==> config.mk <==
export PLATFORM = sky130hd
export DESIGN_NAME = db_ram_dp_ctrl
export DESIGN_NICKNAME = d
export VERILOG_FILES = /design/src/rtl/db_ram_pkg.sv /design/src/rtl/db_rr_arb2.sv /design/src/rtl/db_ram_dp_ctrl.sv
export SDC_FILE = /design/constraint.sdc
export NUM_CORES = 1
export LEC_CHECK = 0
export ABC_AREA = 1
export ABC_CLOCK_PERIOD_IN_PS = 5590
export CORE_MARGIN = 2
export CORE_UTILIZATION = 36
export DETAILED_ROUTE_END_ITERATION = 12
export GPL_TIMING_DRIVEN = 0
export HOLD_SLACK_MARGIN = 0.03
export PLACE_DENSITY = 0.95
export SLEW_MARGIN = 20
export SYNTH_ARGS = -nofsm -noshare
export SYNTH_HDL_FRONTEND = slang
export SYNTH_SLANG_ARGS = --single-unit
==> constraint.sdc <==
create_clock -name clk -period 5.59 [get_ports clk]
set_input_delay 0.559 -clock clk [delete_from_list [all_inputs] [get_ports clk]]
set_output_delay 0.559 -clock clk [all_outputs]
set_load 0.01 [all_outputs]
==> src/rtl/db_ram_pkg.sv <==
// Shared widths and burst-engine state type for the deblocking RAM controller.
package db_ram_pkg;

  localparam int DB_RAM_DATA_W = 20;
  localparam int DB_RAM_ADDR_W = 7;

  typedef enum logic [1:0] {
    IDLE  = 2'd0,
    RUN   = 2'd1,
    DRAIN = 2'd2
  } bst_state_e;

endpackage

==> src/rtl/db_rr_arb2.sv <==
// Two-requester round-robin arbiter for RAM port A.
// The pointer only moves when both requesters compete, so a lone requester
// never steals the other's next turn.
module db_rr_arb2 (
  input  logic clk,
  input  logic rst,
  input  logic req0_i,
  input  logic req1_i,
  output logic gnt0_o,
  output logic gnt1_o
);

  logic ptr_q, ptr_d;

  // Grant decision and pointer update; grants are suppressed during reset.
  always_comb begin
    gnt0_o = 1'b0;
    gnt1_o = 1'b0;
    ptr_d  = ptr_q;
    if (!rst) begin
      if (req0_i && req1_i) begin
        gnt0_o = ~ptr_q;
        gnt1_o = ptr_q;
        ptr_d  = ~ptr_q;
      end else begin
        gnt0_o = req0_i;
        gnt1_o = req1_i;
      end
    end
  end

  // Priority pointer register.
  always_ff @(posedge clk) begin
    if (rst) ptr_q <= 1'b0;
    else     ptr_q <= ptr_d;
  end

endmodule

==> src/rtl/db_ram_dp_ctrl.sv <==
// Access controller for the 20x128 deblocking dual-port SRAM.
// Port A: two arbitrated single-word requesters. Port B: burst-read engine.
//
// state | meaning
// IDLE  | waiting for rd_start_i
// RUN   | issuing one port-B read per cycle (stalls on port-A write collision)
// DRAIN | last read data returning; rd_valid_o and rd_done_o high
module db_ram_dp_ctrl
  import db_ram_pkg::*;
#(
  parameter int DATA_W = DB_RAM_DATA_W,
  parameter int ADDR_W = DB_RAM_ADDR_W
) (
  input  logic              clk,
  input  logic              rst,
  input  logic              req0_i,
  input  logic              req1_i,
  input  logic              we0_i,
  input  logic              we1_i,
  input  logic [ADDR_W-1:0] addr0_i,
  input  logic [ADDR_W-1:0] addr1_i,
  input  logic [DATA_W-1:0] wdata0_i,
  input  logic [DATA_W-1:0] wdata1_i,
  output logic              gnt0_o,
  output logic              gnt1_o,
  output logic              rvalid0_o,
  output logic              rvalid1_o,
  output logic [DATA_W-1:0] rdata_o,
  input  logic              rd_start_i,
  input  logic [ADDR_W-1:0] rd_base_i,
  input  logic [ADDR_W-1:0] rd_len_i,
  output logic              rd_busy_o,
  output logic              rd_valid_o,
  output logic [DATA_W-1:0] rd_data_o,
  output logic              rd_done_o,
  output logic              ram_cena_o,
  output logic              ram_oena_o,
  output logic              ram_wena_o,
  output logic [ADDR_W-1:0] ram_addra_o,
  output logic [DATA_W-1:0] ram_dataa_o,
  input  logic [DATA_W-1:0] ram_dataa_i,
  output logic              ram_cenb_o,
  output logic              ram_oenb_o,
  output logic              ram_wenb_o,
  output logic [ADDR_W-1:0] ram_addrb_o,
  output logic [DATA_W-1:0] ram_datab_o,
  input  logic [DATA_W-1:0] ram_datab_i
);

  logic gnt0, gnt1;

  db_rr_arb2 u_arb (
    .clk    (clk),
    .rst    (rst),
    .req0_i (req0_i),
    .req1_i (req1_i),
    .gnt0_o (gnt0),
    .gnt1_o (gnt1)
  );

  assign gnt0_o = gnt0;
  assign gnt1_o = gnt1;

  // Port-A pin mux: drive the winner's access, otherwise park the port.
  always_comb begin
    ram_cena_o  = 1'b1;
    ram_wena_o  = 1'b1;
    ram_addra_o = '0;
    ram_dataa_o = '0;
    if (gnt0) begin
      ram_cena_o  = 1'b0;
      ram_wena_o  = ~we0_i;
      ram_addra_o = addr0_i;
      ram_dataa_o = wdata0_i;
    end else if (gnt1) begin
      ram_cena_o  = 1'b0;
      ram_wena_o  = ~we1_i;
      ram_addra_o = addr1_i;
      ram_dataa_o = wdata1_i;
    end
  end

  assign ram_oena_o = 1'b0;
  assign rdata_o    = ram_dataa_i;

  logic rvalid0_q, rvalid0_d, rvalid1_q, rvalid1_d;
  assign rvalid0_d = gnt0 & ~we0_i;
  assign rvalid1_d = gnt1 & ~we1_i;

  // Track granted reads so data is flagged one cycle later.
  always_ff @(posedge clk) begin
    if (rst) begin
      rvalid0_q <= 1'b0;
      rvalid1_q <= 1'b0;
    end else begin
      rvalid0_q <= rvalid0_d;
      rvalid1_q <= rvalid1_d;
    end
  end

  // Gating with rst drops any read still in flight when reset arrives.
  assign rvalid0_o = rvalid0_q & ~rst;
  assign rvalid1_o = rvalid1_q & ~rst;

  bst_state_e        state_q, state_d;
  logic [ADDR_W-1:0] base_q, base_d;
  logic [ADDR_W-1:0] len_q, len_d;
  logic [ADDR_W-1:0] cnt_q, cnt_d;
  logic              issued_q, issued_d;
  logic [ADDR_W-1:0] b_addr;
  logic              collide;

  // Address arithmetic wraps naturally at 2^ADDR_W; len 0 ends at cnt = all ones.
  assign b_addr  = base_q + cnt_q;
  assign collide = ~ram_cena_o & ~ram_wena_o & (ram_addra_o == b_addr);

  // Burst next-state: latch in IDLE, issue/stall in RUN, one drain cycle.
  always_comb begin
    state_d  = state_q;
    base_d   = base_q;
    len_d    = len_q;
    cnt_d    = cnt_q;
    issued_d = 1'b0;
    unique case (state_q)
      IDLE: begin
        if (rd_start_i) begin
          base_d  = rd_base_i;
          len_d   = rd_len_i;
          cnt_d   = '0;
          state_d = RUN;
        end
      end
      RUN: begin
        if (!collide) begin
          issued_d = 1'b1;
          cnt_d    = cnt_q + ADDR_W'(1);
          if (cnt_q == len_q - ADDR_W'(1)) state_d = DRAIN;
        end
      end
      DRAIN:   state_d = IDLE;
      default: state_d = IDLE;
    endcase
  end

  // Burst engine registers.
  always_ff @(posedge clk) begin
    if (rst) begin
      state_q  <= IDLE;
      base_q   <= '0;
      len_q    <= '0;
      cnt_q    <= '0;
      issued_q <= 1'b0;
    end else begin
      state_q  <= state_d;
      base_q   <= base_d;
      len_q    <= len_d;
      cnt_q    <= cnt_d;
      issued_q <= issued_d;
    end
  end

  assign ram_cenb_o  = ~(issued_d & ~rst);
  assign ram_addrb_o = (state_q == RUN && !rst) ? b_addr : '0;
  assign ram_oenb_o  = 1'b0;
  assign ram_wenb_o  = 1'b1;
  assign ram_datab_o = '0;

  assign rd_busy_o  = (state_q != IDLE) & ~rst;
  assign rd_valid_o = issued_q & ~rst;
  assign rd_done_o  = (state_q == DRAIN) & ~rst;
  assign rd_data_o  = ram_datab_i;

endmodule

==> out/metrics.cfg <==
[status]
status = complete, no violations

[placement]
portBuffers = 158
place_area_sq_um = 4460
dp_cells = 690
place.gp.congestion = 0.939
dp.final_hpwl_um = 8230

[clock_network]
cts_tree = done
cts_setup_buffers = 0
htree_levels = 1
ctsResizeCount = 0
insertion_delay_ns = 0.28
cts-root-buf = clkbuf_8
cts_sinks = 27
clkTransAtPathRegs_ns = 0.10
clk_path_buf_depth = 2
hold_buffers = 0
numCtsBuffers = 3

[power]
pwr_density_cell_nw_per_um2 = 163
power.share.clock = 0.158
swShare = 0.364
report.power.total_mw = 0.736
p_int_mw = 0.468
seq_power_share = 0.311
combPwrFrac = 0.530
vdd_drop_max_mv = 0.0949
p_switching_mw = 0.268
total_leakage_power_nw = 2.09

[floorplan]
fp.dieH_um = 90.2
die_w_um = 90.2
ios = 222
core_area_sq_um = 7210
floorplan.initialDensity = 0.370
row_count = 31
dieArea_sq_um = 8130

[logic_synthesis]
yosysTopAreaCellShare = 0.202
synth.area.top_cells = dfxtp_1 20%, buf_4 18%, nand2_1 10%
synth-seq-cells = 27
postSynthAreaPerCell_sq_um = 6.49
yosysSeqAreaShare = 0.202
yosysTopAreaCell = dfxtp_1
synthDistinctLibCells = 34
async_flop_share = 0
yosysWarnings = 0
syn_area_sq_um = 2670
synth-main-ff-cell = dfxtp_1
synth_common_cells = 71 x nand2_1, 63 x buf_4, 58 x nor2_1
synth-edff-count = 0
yosysMostFrequentCell = nand2_1
synth_cells = 412

[detailed_routing]
drc = 0
dr.pass1.iters = 4
vias = 3251
wl_um = 9520
first_iter_violations = 218
final_antenna_net_count = 0
via_per_inst = 4.68
wl_per_cell_um = 13.7

[timing]
fin_tns_setup_ns = 0
max_freq_mhz = 263
hold_viol = 0
min_period_over_period = 0.681
final-setup-viol-count = 0
period_minus_slack_ns = 3.81
fin_hold_ws_ns = 0.500
rsz0062_at_grt = false
drv_slew = 0
clock_skew_ns = 0.00365

[setup_path]
start_kind = flop
critical_path_class = flop to primary output
crit_arrival_ns = 3.25
reg2reg_depth = 15
path_max_fanout = 10
required_ns = 5.03
endpoint_kind = primary output

[grt]
antenna_found_initial = 0
grt_pass1_wl_um = 14900
grt_pass1_vias = 3066
grtUsageTotal = 0.222
grt_max_degree = 17
grt.overflow.total = 0

[layout]
drive_above_1_share = 0.146
num-fill-cells = 652
nets = 720
fin_area_sq_um = 4510
diodes = 0
area_delta_synth_final_pct = 68.6
final_cell_count_no_fill = 694

[min_path]
hold-path-cell-count = 2
min_path_type = flop to flop

[flow_run]
maxCapViolCount = 0

## cell usage in the layout (no fill, tap or decap), types with 5 or more instances in the layout
cell	instances
clkdlybuf4s50_1	158
nor3_1	5
conb_1	23
nand2_1	71
nand4_1	6
buf_4	63
xor2_1	8
nand3_1	24
nor2_1	58
inv_1	44
dfxtp_1	27
clkbuf_1	7
ha_1	8
a21oi_1	19
a22o_1	20
o21ai_0	19
## cell families after synthesis
kind of cell,share of synthesized area
other cells,0.00281
compound gates,0.153
buf+inv,0.263
flops,0.202
xor+xnor,0.0328
simple gates,0.302
fa+ha+maj,0.0449
## final timing paths
kind                                              from                      to  slack [ns]
worst max register to register   cnt_q[0]$_SDFFE_PP0P_   cnt_q[5]$_SDFFE_PP0P_        2.97
worst max-delay path             cnt_q[0]$_SDFFE_PP0P_              ram_cenb_o        1.78
worst min register to register  base_q[5]$_SDFFE_PP0P_  base_q[5]$_SDFFE_PP0P_        0.50
worst min-delay path            base_q[5]$_SDFFE_PP0P_  base_q[5]$_SDFFE_PP0P_        0.50
## cell type report
cell class	instances	area, sq um	share of cell area
Sequential cell	27	541	0.120
Buffer	74	526	0.117
Clock inverter	1	7.51	0.00167
Timing Repair Buffer	158	1580	0.351
Multi-Input combinational cell	285	1510	0.335
Clock buffer	3	41.3	0.00916
Inverter	47	176	0.0392
Tap cell	99	124	0.0275
## worst max-delay path: stages, from the launching register on
cell,delay [ns]
dfxtp_1,0.43
ha_1,0.25
inv_1,0.07
fa_1,0.40
xor2_1,0.36
nand3b_1,0.17
nand2_1,0.05
nor2_1,0.08
nand2_1,0.09
nor2_2,0.09
nand2_2,0.09
nand2_4,0.11
buf_6,0.15
nor2_2,0.05
inv_1,0.06
clkdlybuf4s50_1,0.52
## metal layers
| layer | share of wire | global-route usage | up-vias |
|---|---|---|---|
| li1 | - | - | 1612 |
| met1 | 0.39 | 0.259 | 1465 |
| met2 | 0.53 | 0.428 | 162 |
| met3 | 0.068 | 0.0411 | 12 |
| met4 | 0.011 | 0.0295 | 0 |
| met5 | 0 | 0 | - |
## sequential cells by signal, indices dropped and copies added, names as in the netlist
signal	flops
u_arb.ptr_q	1
cnt_q	7
state_q	2
rvalid0_q	1
base_q	7
len_q	7
issued_q	1
rvalid1_q	1
## power by group through the flow
stage	clock (mW)	combinational, mW	sequential [mW]
2_1_floorplan	0	0.222	0.227
3_5_place_dp	0	0.387	0.233
5_1_grt	0.126	0.427	0.231
4_1_cts	0.121	0.388	0.229
3_3_place_gp	0	0.376	0.232
6_report	0.117	0.390	0.229
## through the flow
stage	worst slack, ns	utilization
2_1_floorplan	3.05	-
3_3_place_gp	1.91	0.618
3_5_place_dp	1.91	0.618
4_1_cts	1.77	0.625
5_1_grt	1.57	0.625
6_report	1.78	0.625
No activity file was read; power rests on OpenSTA's default activity.
